--- config.mk ---
export PLATFORM = sky130hd
export DESIGN_NAME = smpc_pad_dev
export DESIGN_NICKNAME = d
export VERILOG_FILES = /design/src/rtl/smpc_pad_dev.sv
export SDC_FILE = /design/constraint.sdc
export NUM_CORES = 1
export LEC_CHECK = 0
export BUFFER_PORTS_ARGS = -buffer_cell sky130_fd_sc_hd__buf_2
export CAP_MARGIN = 20
export CORE_MARGIN = 2
export CORE_UTILIZATION = 41
export CTS_CLUSTER_DIAMETER = 150
export CTS_CLUSTER_SIZE = 10
export DETAILED_ROUTE_END_ITERATION = 12
export HOLD_SLACK_MARGIN = 0.03
export PLACE_DENSITY = 0.82
export SYNTH_ARGS = -nofsm -noshare
export SYNTH_HDL_FRONTEND = slang
export SYNTH_SLANG_ARGS = --single-unit
--- constraint.sdc ---
create_clock -name CLK -period 3.7 [get_ports CLK]
set_input_delay 0.185 -clock CLK [delete_from_list [all_inputs] [get_ports CLK]]
set_output_delay 0.185 -clock CLK [all_outputs]
set_load 0.01 [all_outputs]
--- src/rtl/smpc_pad_dev.sv ---
// Saturn peripheral-port device: TH/TR digital pad select, plus the TH/TR/TL
// 3-wire analog handshake (ID 0x16) when SMPC_PAD_3WIRE_EN is defined.
module smpc_pad_dev #(
  parameter int unsigned ACK_DLY = 8
) (
  input  logic        CLK,
  input  logic        RST_N,
  input  logic        CE,
  input  logic [6:0]  PI,
  output logic [6:0]  PO,
  input  logic [15:0] JOY,
  input  logic [7:0]  AX,
  input  logic [7:0]  AY,
  input  logic [7:0]  AR,
  input  logic [7:0]  AL,
  input  logic        MODE_ANALOG
);

  logic        th_q, tr_q, th_old_q, tr_old_q;
  logic [15:3] joy_q;
  logic        tl_q;
  logic [3:0]  nib_q;
  logic [3:0]  dig_nib_s;

  function automatic logic [3:0] sel_nib(input logic th, input logic tr, input logic [15:3] j);
    logic [3:0] r;
    case ({th, tr})
      2'b11:   r = {j[3], 3'b100};
      2'b01:   r = j[7:4];
      2'b10:   r = j[15:12];
      default: r = j[11:8];
    endcase
    return r;
  endfunction

  assign dig_nib_s = sel_nib(th_q, tr_q, joy_q);
  assign PO        = {2'b11, tl_q, nib_q};

  // Input stage: select lines and buttons, plus a second TH/TR stage for edges
  always_ff @(posedge CLK or negedge RST_N) begin
    if (!RST_N) begin
      th_q     <= 1'b1;
      tr_q     <= 1'b1;
      th_old_q <= 1'b1;
      tr_old_q <= 1'b1;
      joy_q    <= {13{1'b1}};
    end else if (CE) begin
      th_q     <= PI[6];
      tr_q     <= PI[5];
      th_old_q <= th_q;
      tr_old_q <= tr_q;
      joy_q    <= JOY[15:3];
    end
  end

`ifdef SMPC_PAD_3WIRE_EN
  typedef enum logic [1:0] {
    ST_DIG     = 2'd0,
    ST_HS_WAIT = 2'd1,
    ST_HS_DLY  = 2'd2,
    ST_HS_END  = 2'd3
  } state_t;

  state_t      state_q;
  logic [3:0]  idx_q;
  logic [7:0]  cnt_q;
  logic [55:0] pkt_q;
  logic        th_fall_s, th_rise_s, tr_edge_s;
  logic        unused_s;

  // Nibble i of the packet, most significant nibble first
  function automatic logic [3:0] pkt_nib(input logic [55:0] p, input logic [3:0] i);
    logic [55:0] s;
    s = p << {i, 2'b00};
    return s[55:52];
  endfunction

  assign th_fall_s = th_old_q & ~th_q;
  assign th_rise_s = ~th_old_q & th_q;
  assign tr_edge_s = tr_old_q ^ tr_q;
  assign unused_s  = ^{PI[4:0], JOY[2:0]};

  // Protocol FSM with registered TL and data nibble
  always_ff @(posedge CLK or negedge RST_N) begin
    if (!RST_N) begin
      state_q <= ST_DIG;
      idx_q   <= 4'd0;
      cnt_q   <= 8'd0;
      pkt_q   <= 56'd0;
      tl_q    <= 1'b1;
      nib_q   <= 4'hC;
    end else if (CE) begin
      if (state_q != ST_DIG && th_rise_s) begin
        // TH rise aborts any handshake, even with an ack pending
        state_q <= ST_DIG;
        idx_q   <= 4'd0;
        cnt_q   <= 8'd0;
        tl_q    <= 1'b1;
        nib_q   <= dig_nib_s;
      end else begin
        case (state_q)
          ST_DIG: begin
            tl_q  <= 1'b1;
            nib_q <= dig_nib_s;
            if (MODE_ANALOG && th_fall_s) begin
              state_q <= ST_HS_WAIT;
              pkt_q   <= {8'h16, JOY[15:3], 3'b000, AX, AY, AR, AL};
              idx_q   <= 4'd0;
              cnt_q   <= 8'd0;
            end
          end
          ST_HS_WAIT, ST_HS_END: begin
            if (tr_edge_s) begin
              cnt_q   <= 8'(ACK_DLY);
              state_q <= ST_HS_DLY;
            end
          end
          ST_HS_DLY: begin
            // TR edges here are dropped; data and TL change on the same edge
            if (cnt_q > 8'd1) begin
              cnt_q <= cnt_q - 8'd1;
            end else begin
              cnt_q <= 8'd0;
              tl_q  <= ~tl_q;
              if (idx_q == 4'd14) begin
                nib_q   <= 4'h0;
                state_q <= ST_HS_END;
              end else begin
                nib_q   <= pkt_nib(pkt_q, idx_q);
                idx_q   <= idx_q + 4'd1;
                state_q <= (idx_q == 4'd13) ? ST_HS_END : ST_HS_WAIT;
              end
            end
          end
          default: state_q <= ST_DIG;
        endcase
      end
    end
  end
`else
  logic unused_s;
  assign unused_s = ^{PI[4:0], JOY[2:0], AX, AY, AR, AL, MODE_ANALOG,
                      th_old_q, tr_old_q, 8'(ACK_DLY)};

  // Digital-only output register; TL is held high
  always_ff @(posedge CLK or negedge RST_N) begin
    if (!RST_N) begin
      tl_q  <= 1'b1;
      nib_q <= 4'hC;
    end else if (CE) begin
      tl_q  <= 1'b1;
      nib_q <= dig_nib_s;
    end
  end
`endif

endmodule
==> impl_metrics.yaml, run 1 <==
yosys:
  synth_edf_count: 0
  synthDistinctLibCells: 21
  netlist_area_sq_um: 858
  yosysMostFrequentCell: "dfstp_2"
  synth_ff_type: "dfstp_2"
  synth_top_area_share_pct: 52.0
  synth_top_area_cell: "dfstp_2"
  ys_top_cells_by_area: "dfstp_2 (52%), mux2_2 (21%), dfrtp_1 (5.8%)"
  syn-instance-count: 63
  ys_warn_count: 0
  async_flop_share_pct: 100
  synthTopCellsByCount: "dfstp_2 (17), mux2_2 (16), buf_4 (3), mux2i_1 (3), nand2_1 (3)"
  seq_area_frac_synth_pct: 57.9
  avgSynthCellArea_sq_um: 13.6
  synth_seq_cells: 19
global_route:
  antenna_found_initial: 0
  grt_usage_pct: 13.7
  grt_pass1_wl_microns: 2380
  gr-total-overflow: 0
  grt_pass1_vias: 530
  grt_max_degree: 23
drt:
  vias_per_cell: 4.82
  vias: 540
  wire_per_inst_microns: 12.5
  routed_wl_microns: 1400
  drtAntennaViolNets: 0
  firstDrtPassIters: 4
  drtIter0Drc: 3
  drc: 0
final_layout:
  layout.nets: 145
  fillers: 186
  syn_to_final_growth_pct: 16.3
  post_route_cells_drive_above_1_share_pct: 69.4
  n_antenna_cell: 0
  final_cells: 112
sta:
  setup_viol: 0
  skew_ns: 0.00845
  slew_violations: 0
  finalHoldViolCount: 0
  setup_tns_ns: 0
  rsz0062_at_grt: "false"
  finalCriticalPeriod_ns: 1.28
  fin_crit_sh_pct: 34.6
  max_freq_mhz: 782
placement:
  globalplace.congestion: 0.769
  dp_hpwl_microns: 1010
  port-buffer-count: 21
  dp.cells: 107
power:
  power_density_nw_per_um2: 437
  p_total_uw: 436
  max-vdd-ir-drop_mv: 0.267
  power_leakage_uw: 0.000432
floorplan:
  io_pins: 66
  start_util_pct: 43.7
  core_area_sq_um: 1960
  num_rows: 16
  die_area_sq_um: 2480
  die_w_microns: 49.8
  die_h_microns: 49.8
clocking:
  htreeDepth: 1
  cts_buffer_depth: 2
  cts_tree: "done"
  numCtsBuffers: 3
  clock_latency_ns: 0.31
  clockRootBuffer: "clkbuf_4"
  path_clk_slew_ns: 0.11
  cts_sinks: 19
min_path:
  hold_class: "in2reg"
setup_path:
  cp_data_required_time_ns: 3.93
  cp.arrival_ns: 1.50
  critPathLaunchType: "register"
  crit_type: "reg2reg"
  critPathMaxFanout: 9
  endpoint_kind: "register"
flow_run:
  cap_violations: 0
run_status:
  status: "completed"
[placed cells by master, fill, tap and decap left out, types with 2 or more instances in the layout]
| cell type | netlist | final |
|---|---|---|
| or2_0 | 2 | 2 |
| nor2_1 | 2 | 2 |
| nand2_1 | 3 | 3 |
| dfstp_2 | 17 | 17 |
| mux2i_1 | 3 | 3 |
| clkbuf_4 | 0 | 3 |
| mux2_2 | 16 | 16 |
| conb_1 | 1 | 3 |
| dfrtp_1 | 2 | 2 |
| a31oi_1 | 2 | 2 |
| buf_2 | 2 | 21 |
[what timing repair did]
action | in CTS | in global routing
hold endpoints to repair | 2 | 0
setup buffers | 0 | 0
hold buffers | 1 | 0
gates resized for setup | 0 | 0
[worst max-delay path, cell delays in order, from the launching register on]
cell	delay, ns
dfstp_2	0.66
mux2_2	0.36
nand3_1	0.08
o311ai_1	0.11
[cells by family after synthesis]
logic type	Yosys count	synth area share, %
multiplexers	19	24.5
flip-flops	19	57.9
AND/OR/NAND/NOR	11	6.71
buffers and inverters	7	5.54
AO/OA/AOI/OAI	6	4.96
other	1	0.437
[registers in the layout, summed over array words and instances (netlist names)]
register	flops
tr_q	1
joy_q	13
nib_q	4
th_q	1
[per-layer routing]
metal	vias to the layer above	global-route usage, %	share of wire (%)
met5	-	0	0
met4	0	9.26	2.9
met3	4	6.36	7.4
met2	19	22.2	54
met1	262	13.9	35
li1	255	-	-
[power by group]
| part | total [uW] | leakage (uW) | switching [uW] | internal [uW] |
|---|---|---|---|---|
| combinational | 68.0 | 0.000213 | 29.1 | 38.9 |
| clock | 105 | 0.0000177 | 64.5 | 40.5 |
| sequential | 263 | 0.000202 | 16.7 | 247 |
[stage by stage]
stage | area [sq um] | hold WS, ns | setup slack (ns) | util [%]
floorplan | 866 | -0.111 | 2.51 | -
global placement | 961 | 0.126 | 2.44 | 49.0
detailed placement | 961 | 0.138 | 2.42 | 49.0
CTS | 998 | 0.0870 | 2.41 | 50.9
global route | 998 | 0.0912 | 2.35 | 50.9
finish | 998 | 0.0990 | 2.42 | 50.9
[worst paths after layout]
| check | start | end | slack [ns] | cells after the start |
|---|---|---|---|---|
| min in group asynchronous | RST_N | nib_q[0]$_DFFE_PN0P_ | 0.32 | 2 |
| setup reg to reg | th_q$_DFFE_PN1P_ | nib_q[3]$_DFFE_PN1P_ | 2.42 | 3 |
| setup / recovery | th_q$_DFFE_PN1P_ | nib_q[3]$_DFFE_PN1P_ | 2.42 | 3 |
| hold reg to reg | nib_q[2]$_DFFE_PN1P_ | nib_q[2]$_DFFE_PN1P_ | 0.48 | 1 |
| hold / removal | JOY[9] | joy_q[9]$_DFFE_PN1P_ | 0.1 | 2 |
| max in group asynchronous | RST_N | nib_q[3]$_DFFE_PN1P_ | 3.05 | 2 |
[area by class of cell]
class	count	area, sq um	share of cell area [%]
Clock buffer	3	22.5	2.26
Inverter	1	3.75	0.376
Tap cell	27	33.8	3.38
Sequential cell	19	497	49.7
Clock inverter	1	5.00	0.501
Multi-Input combinational cell	39	322	32.2
Timing Repair Buffer	22	115	11.5
Power figures use the tool's default switching activity.
==> inputs of run 2 (changes only) <==
--- a/config.mk
+++ b/config.mk
@@ -8,12 +8,12 @@
 export BUFFER_PORTS_ARGS = -buffer_cell sky130_fd_sc_hd__buf_2
 export CAP_MARGIN = 20
 export CORE_MARGIN = 2
-export CORE_UTILIZATION = 41
+export CORE_UTILIZATION = 35
 export CTS_CLUSTER_DIAMETER = 150
 export CTS_CLUSTER_SIZE = 10
 export DETAILED_ROUTE_END_ITERATION = 12
 export HOLD_SLACK_MARGIN = 0.03
-export PLACE_DENSITY = 0.82
+export PLACE_DENSITY = 0.75
 export SYNTH_ARGS = -nofsm -noshare
 export SYNTH_HDL_FRONTEND = slang
 export SYNTH_SLANG_ARGS = --single-unit
==> constraint.sdc (replaced) <==
create_clock -name CLK -period 1.07 [get_ports CLK]
set_input_delay 0.0535 -clock CLK [delete_from_list [all_inputs] [get_ports CLK]]
set_output_delay 0.0535 -clock CLK [all_outputs]
set_load 0.01 [all_outputs]
==> run 2 against run 1 <==
  * Worst setup slack got worse by 2.6 ns
  * Combinational power grew to 4.6 times the previous value
  * Critical path type unchanged
  * Largest power group unchanged
  * Largest cell class unchanged
  * Wire length grew 9.2%
  * Maximum frequency up 5.1%
  * Total power rose to 3.6 times the previous value
  * Clock skew down 0.0047 ns
  * The flow now finishes with violations (negative setup slack)
==> impl_metrics.yaml, run 2 (same netlist as run 1, synthesis figures left out) <==
run_status:
  status: "finished, violations left"
  violations: "negative setup slack"
global_route:
  grt_usage_pct: 12.7
  gr-total-overflow: 0
  grt_max_degree: 22
  grt_pass1_vias: 602
  antenna_found_initial: 0
  grt_pass1_wl_microns: 2540
setup_path:
  critPathLaunchType: "register"
  cp_num_buf_inv: 0
  crit_type: "reg2reg"
  cp_top_family: "flip-flops"
  path_cells: "mux2_4, nand3_2, o311ai_2"
  cpPeakStageDelay_ns: 0.66
  r2r_setup_slack_ns: -0.15
  cp_slowest_cell: "dfstp_2"
  critPathMaxFanout: 8
  cp_data_required_time_ns: 1.29
  endpoint_kind: "register"
  cp.arrival_ns: 1.44
drt:
  drtAntennaViolNets: 0
  vias: 599
  wire_per_inst_microns: 11.5
  routed_wl_microns: 1520
  drc: 0
  drtIter0Drc: 0
  firstDrtPassIters: 1
  vias_per_cell: 4.54
sta:
  skew_ns: 0.00372
  max_freq_mhz: 822
  worst_slack_ns: -0.146
  slew_violations: 0
  finalCriticalPeriod_ns: 1.22
  finalHoldViolCount: 0
  setup_viol: 4
  rsz0062_at_grt: "true"
  fin_crit_sh_pct: 114
  setup_tns_ns: -0.487
min_path:
  hold_class: "in2reg"
clocking:
  cts_sinks: 19
  path_clk_slew_ns: 0.10
  clockRootBuffer: "clkbuf_4"
  htreeDepth: 1
  numCtsBuffers: 3
  cts_tree: "done"
  clock_latency_ns: 0.29
  cts_buffer_depth: 2
placement:
  port-buffer-count: 21
  dp_hpwl_microns: 1000
  globalplace.congestion: 0.678
power:
  max-vdd-ir-drop_mv: 0.932
  power_leakage_uw: 0.000521
  p_total_uw: 1570
  power_density_nw_per_um2: 1320
final_layout:
  layout.nets: 164
  post_route_cells_drive_above_1_share_pct: 62.5
  largest-register: "joy_q"
  final_cell_mix: "buf_2 (21), dfstp_2 (17), dlygate4sd3_1 (16), mux2_2 (15), buf_4 (4)"
  reg.largest.list: "joy_q x13, nib_q x4"
  n_antenna_cell: 0
  syn_to_final_growth_pct: 39.4
  largest_reg_flops: 13
  mostFrequentLayoutCell: "buf_2"
  fillers: 202
floorplan:
  io_pins: 66
  die_w_microns: 53.5
  die_area_sq_um: 2860
  start_util_pct: 37.7
  num_rows: 17
  die_h_microns: 53.5
  core_area_sq_um: 2280
flow_run:
  cap_violations: 0
## run 2: timing repair
item	4_1_cts	5_1_grt
pin swaps	4	0
gates resized for setup	0	1
setup buffers	0	1
hold buffers	16	0
endpoints found under the setup margin	4	4
hold endpoints to repair	34	0
## run 2: final cells by class
type                    instances  area [sq um]  area share, %
flip-flops and latches         19           497           41.5
multi-input cells              39           338           28.2
repair buffers                 41           295           24.7
well taps                      28          35.0           2.93
clock buffers                   3          22.5           1.88
clock inverters                 1          5.00          0.418
inverters                       1          3.75          0.314
## run 2: worst paths after layout
path                                            from  depth (start not counted)                   end
worst min-delay path                              CE                          3  nib_q[2]$_DFFE_PN1P_
worst max-delay path                th_q$_DFFE_PN1P_                          3  nib_q[3]$_DFFE_PN1P_
max in group asynchronous                      RST_N                          2  joy_q[6]$_DFFE_PN1P_
worst max register to register      th_q$_DFFE_PN1P_                          3  nib_q[3]$_DFFE_PN1P_
min in group asynchronous                      RST_N                          2  nib_q[1]$_DFFE_PN0P_
worst min register to register  nib_q[2]$_DFFE_PN1P_                          1  nib_q[2]$_DFFE_PN1P_
## run 2: through the flow
step	hold WS, ns	setup WS, ns	area [sq um]	util, %	cells
floorplan	-0.242	-0.0654	875	-	65
global placement	-0.00430	-0.0836	993	43.7	111
detailed placement	0.00229	-0.134	993	43.7	111
CTS	0.187	-0.138	1180	51.9	131
global route	0.199	-0.228	1200	52.6	132
finish	0.199	-0.146	1200	52.6	132
## run 2: tightest hold or removal path: cells and delay by family
family | cells | cell delay, ns
compound gates | 2 | 0.19
buf+inv | 1 | 0.24
## run 2: report_power, final
part           leakage, uW  internal [uW]  switching (uW)
Sequential        0.000202            853            56.0
Combinational     0.000302            193             122
Clock            0.0000177            139             211
## run 2: routing by layer
metal | global-route usage [%] | vias to the layer above | part of all wire, %
li1 | - | 294 | -
met4 | 2.56 | 0 | 0
met2 | 21.4 | 20 | 50
met5 | 0 | - | 0
met3 | 5.08 | 0 | 5.3
met1 | 15.2 | 285 | 44
==> inputs of run 3 (changes only) <==
--- a/config.mk
+++ b/config.mk
@@ -8,12 +8,13 @@
 export BUFFER_PORTS_ARGS = -buffer_cell sky130_fd_sc_hd__buf_2
 export CAP_MARGIN = 20
 export CORE_MARGIN = 2
-export CORE_UTILIZATION = 35
+export CORE_UTILIZATION = 38
 export CTS_CLUSTER_DIAMETER = 150
 export CTS_CLUSTER_SIZE = 10
 export DETAILED_ROUTE_END_ITERATION = 12
+export GPL_TIMING_DRIVEN = 0
 export HOLD_SLACK_MARGIN = 0.03
-export PLACE_DENSITY = 0.75
+export PLACE_DENSITY = 0.77
 export SYNTH_ARGS = -nofsm -noshare
 export SYNTH_HDL_FRONTEND = slang
 export SYNTH_SLANG_ARGS = --single-unit
==> constraint.sdc (replaced) <==
create_clock -name CLK -period 1.3 [get_ports CLK]
set_input_delay 0.065 -clock CLK [delete_from_list [all_inputs] [get_ports CLK]]
set_output_delay 0.065 -clock CLK [all_outputs]
set_load 0.01 [all_outputs]
==> run 3 against run 2 <==
  * The run now ends clean
  * Clock-buffer cell count up 1
  * Clock power is 17% lower
  * Hold slack got worse by 0.14 ns
  * Die area down 7.3%
  * Sequential power is 18% lower
  * Core utilization is 3.0 points higher
  * Critical endpoint unchanged
==> impl_metrics.yaml, run 3 (same netlist as run 1, synthesis figures left out) <==
power:
  max-vdd-ir-drop_mv: 0.972
  p_total_uw: 1300
  power_density_nw_per_um2: 1080
  power_leakage_uw: 0.000524
global_route:
  grt_pass1_vias: 657
  grt_pass1_wl_microns: 2790
  gr-total-overflow: 0
  grt_usage_pct: 14.7
  grt_max_degree: 20
  antenna_found_initial: 0
min_path:
  min_path_cells: 2
  hold_class: "in2reg"
  hold_path_end: "joy_q[11]$_DFFE_PN1P_"
  min_from: "CE"
sta:
  skew_ns: 0.00383
  fin_crit_sh_pct: 94.5
  rsz0062_at_grt: "false"
  finalCriticalPeriod_ns: 1.23
  setup_viol: 0
  whs_ns: 0.0595
  finalHoldViolCount: 0
  worst_slack_ns: 0.0720
  max_freq_mhz: 814
  setup_tns_ns: 0
  slew_violations: 0
clocking:
  numCtsBuffers: 3
  clock_latency_ns: 0.29
  cts_buffer_depth: 2
  cts_sinks: 19
  path_clk_slew_ns: 0.10
  htreeDepth: 1
  clockRootBuffer: "clkbuf_4"
  cts_tree: "done"
final_layout:
  post_route_cells_drive_above_1_share_pct: 61.7
  final_cell_mix: "buf_2 (23), dfstp_2 (17), mux2_2 (16), dlygate4sd3_1 (16), buf_4 (4)"
  mostFrequentLayoutCell: "buf_2"
  reg.largest.list: "joy_q x13, nib_q x4"
  largest-register: "joy_q"
  n_antenna_cell: 0
  fillers: 202
  stdcell_area_sq_um: 1200
  largest_reg_flops: 13
  syn_to_final_growth_pct: 40.4
  layout.nets: 167
setup_path:
  cp_slowest_cell: "dfstp_2"
  regToRegStartpoint: "th_q$_DFFE_PN1P_"
  r2r_end: "nib_q[3]$_DFFE_PN1P_"
  endpoint_kind: "register"
  rr_worst_depth: 4
  cp_data_required_time_ns: 1.52
  crit_type: "reg2reg"
  path_cells: "buf_6, mux2_2, nand3_2, o311ai_1"
  r2r_setup_slack_ns: 0.07
  critPathMaxFanout: 7
  cpPeakStageDelay_ns: 0.54
  critPathLaunchType: "register"
  cp.arrival_ns: 1.45
floorplan:
  io_pins: 66
  die_h_microns: 51.5
  start_util_pct: 39.6
  core_area_sq_um: 2170
  num_rows: 17
  die_area_sq_um: 2650
  die_w_microns: 51.5
drt:
  drtIter0Drc: 4
  drc: 0
  vias_per_cell: 4.56
  wire_per_inst_microns: 12.0
  vias: 616
  firstDrtPassIters: 5
  drtAntennaViolNets: 0
  routed_wl_microns: 1620
flow_run:
  cap_violations: 0
placement:
  globalplace.congestion: 0.652
  dpl_cell_area_sq_um: 1010
  port-buffer-count: 21
  dp_hpwl_microns: 1120
  pre_cts_slack_ns: 0.0435
run_status:
  status: "completed"
## run 3: worst max-delay path, delay by kind of cell, from the launching register on
kind	cells	cell delay, ns
AO/OA/AOI/OAI	1	0.09
buffers and inverters	1	0.12
multiplexers	1	0.34
AND/OR/NAND/NOR	1	0.07
flip-flops	1	0.54
## run 3: worst max-delay path by stage
stage / to / depth (start not counted) / slack (ns) / startpoint
after global placement: nib_q[3]$_DFFE_PN1P_ / 4 / 0.06 / th_q$_DFFE_PN1P_
after detailed placement: nib_q[3]$_DFFE_PN1P_ / 4 / 0.04 / th_q$_DFFE_PN1P_
after floorplan: nib_q[3]$_DFFE_PN1P_ / 4 / 0.11 / th_q$_DFFE_PN1P_
after CTS: nib_q[3]$_DFFE_PN1P_ / 4 / 0.03 / th_q$_DFFE_PN1P_
after global routing: nib_q[3]$_DFFE_PN1P_ / 4 / 0.009 / th_q$_DFFE_PN1P_
final: nib_q[3]$_DFFE_PN1P_ / 4 / 0.07 / th_q$_DFFE_PN1P_
## run 3: power by group
part	leakage, uW	total, uW	internal [uW]	switching, uW
Combinational	0.000308	262	158	103
Sequential	0.000202	745	702	42.5
Clock	0.0000150	289	120	170
Total	0.000524	1300	980	315
## run 3: stage by stage
stage                     std cells  util, %
after floorplan                  65        -
after global placement          114     46.4
after detailed placement        114     46.4
after CTS                       134     55.0
after global routing            135     55.5
final                           135     55.5
## run 3: area by class of cell
class / instances / area, sq um / area share (%)
sequential: 19 / 497 / 41.2
multi-input combinational: 39 / 327 / 27.1
timing repair buffer: 38 / 273 / 22.6
buffer: 6 / 43.8 / 3.63
tap: 28 / 35.0 / 2.91
clock buffer: 4 / 26.3 / 2.18
inverter: 1 / 3.75 / 0.312
## run 3: layer usage
layer	GRT usage, %	part of all wire [%]	vias up
li1	-	-	302
met2	26.7	51	18
met5	0	0	-
met4	7.89	2.1	0
met3	2.59	3.8	4
met1	16.2	43	292
## run 3: timing repair
| item | CTS | global route |
|---|---|---|
| buffers inserted | 0 | 1 |
| endpoints found under the hold margin | 34 | 0 |
| gates resized for setup | 0 | 1 |
| hold buffers | 16 | 0 |
| setup endpoints to repair | 0 | 2 |
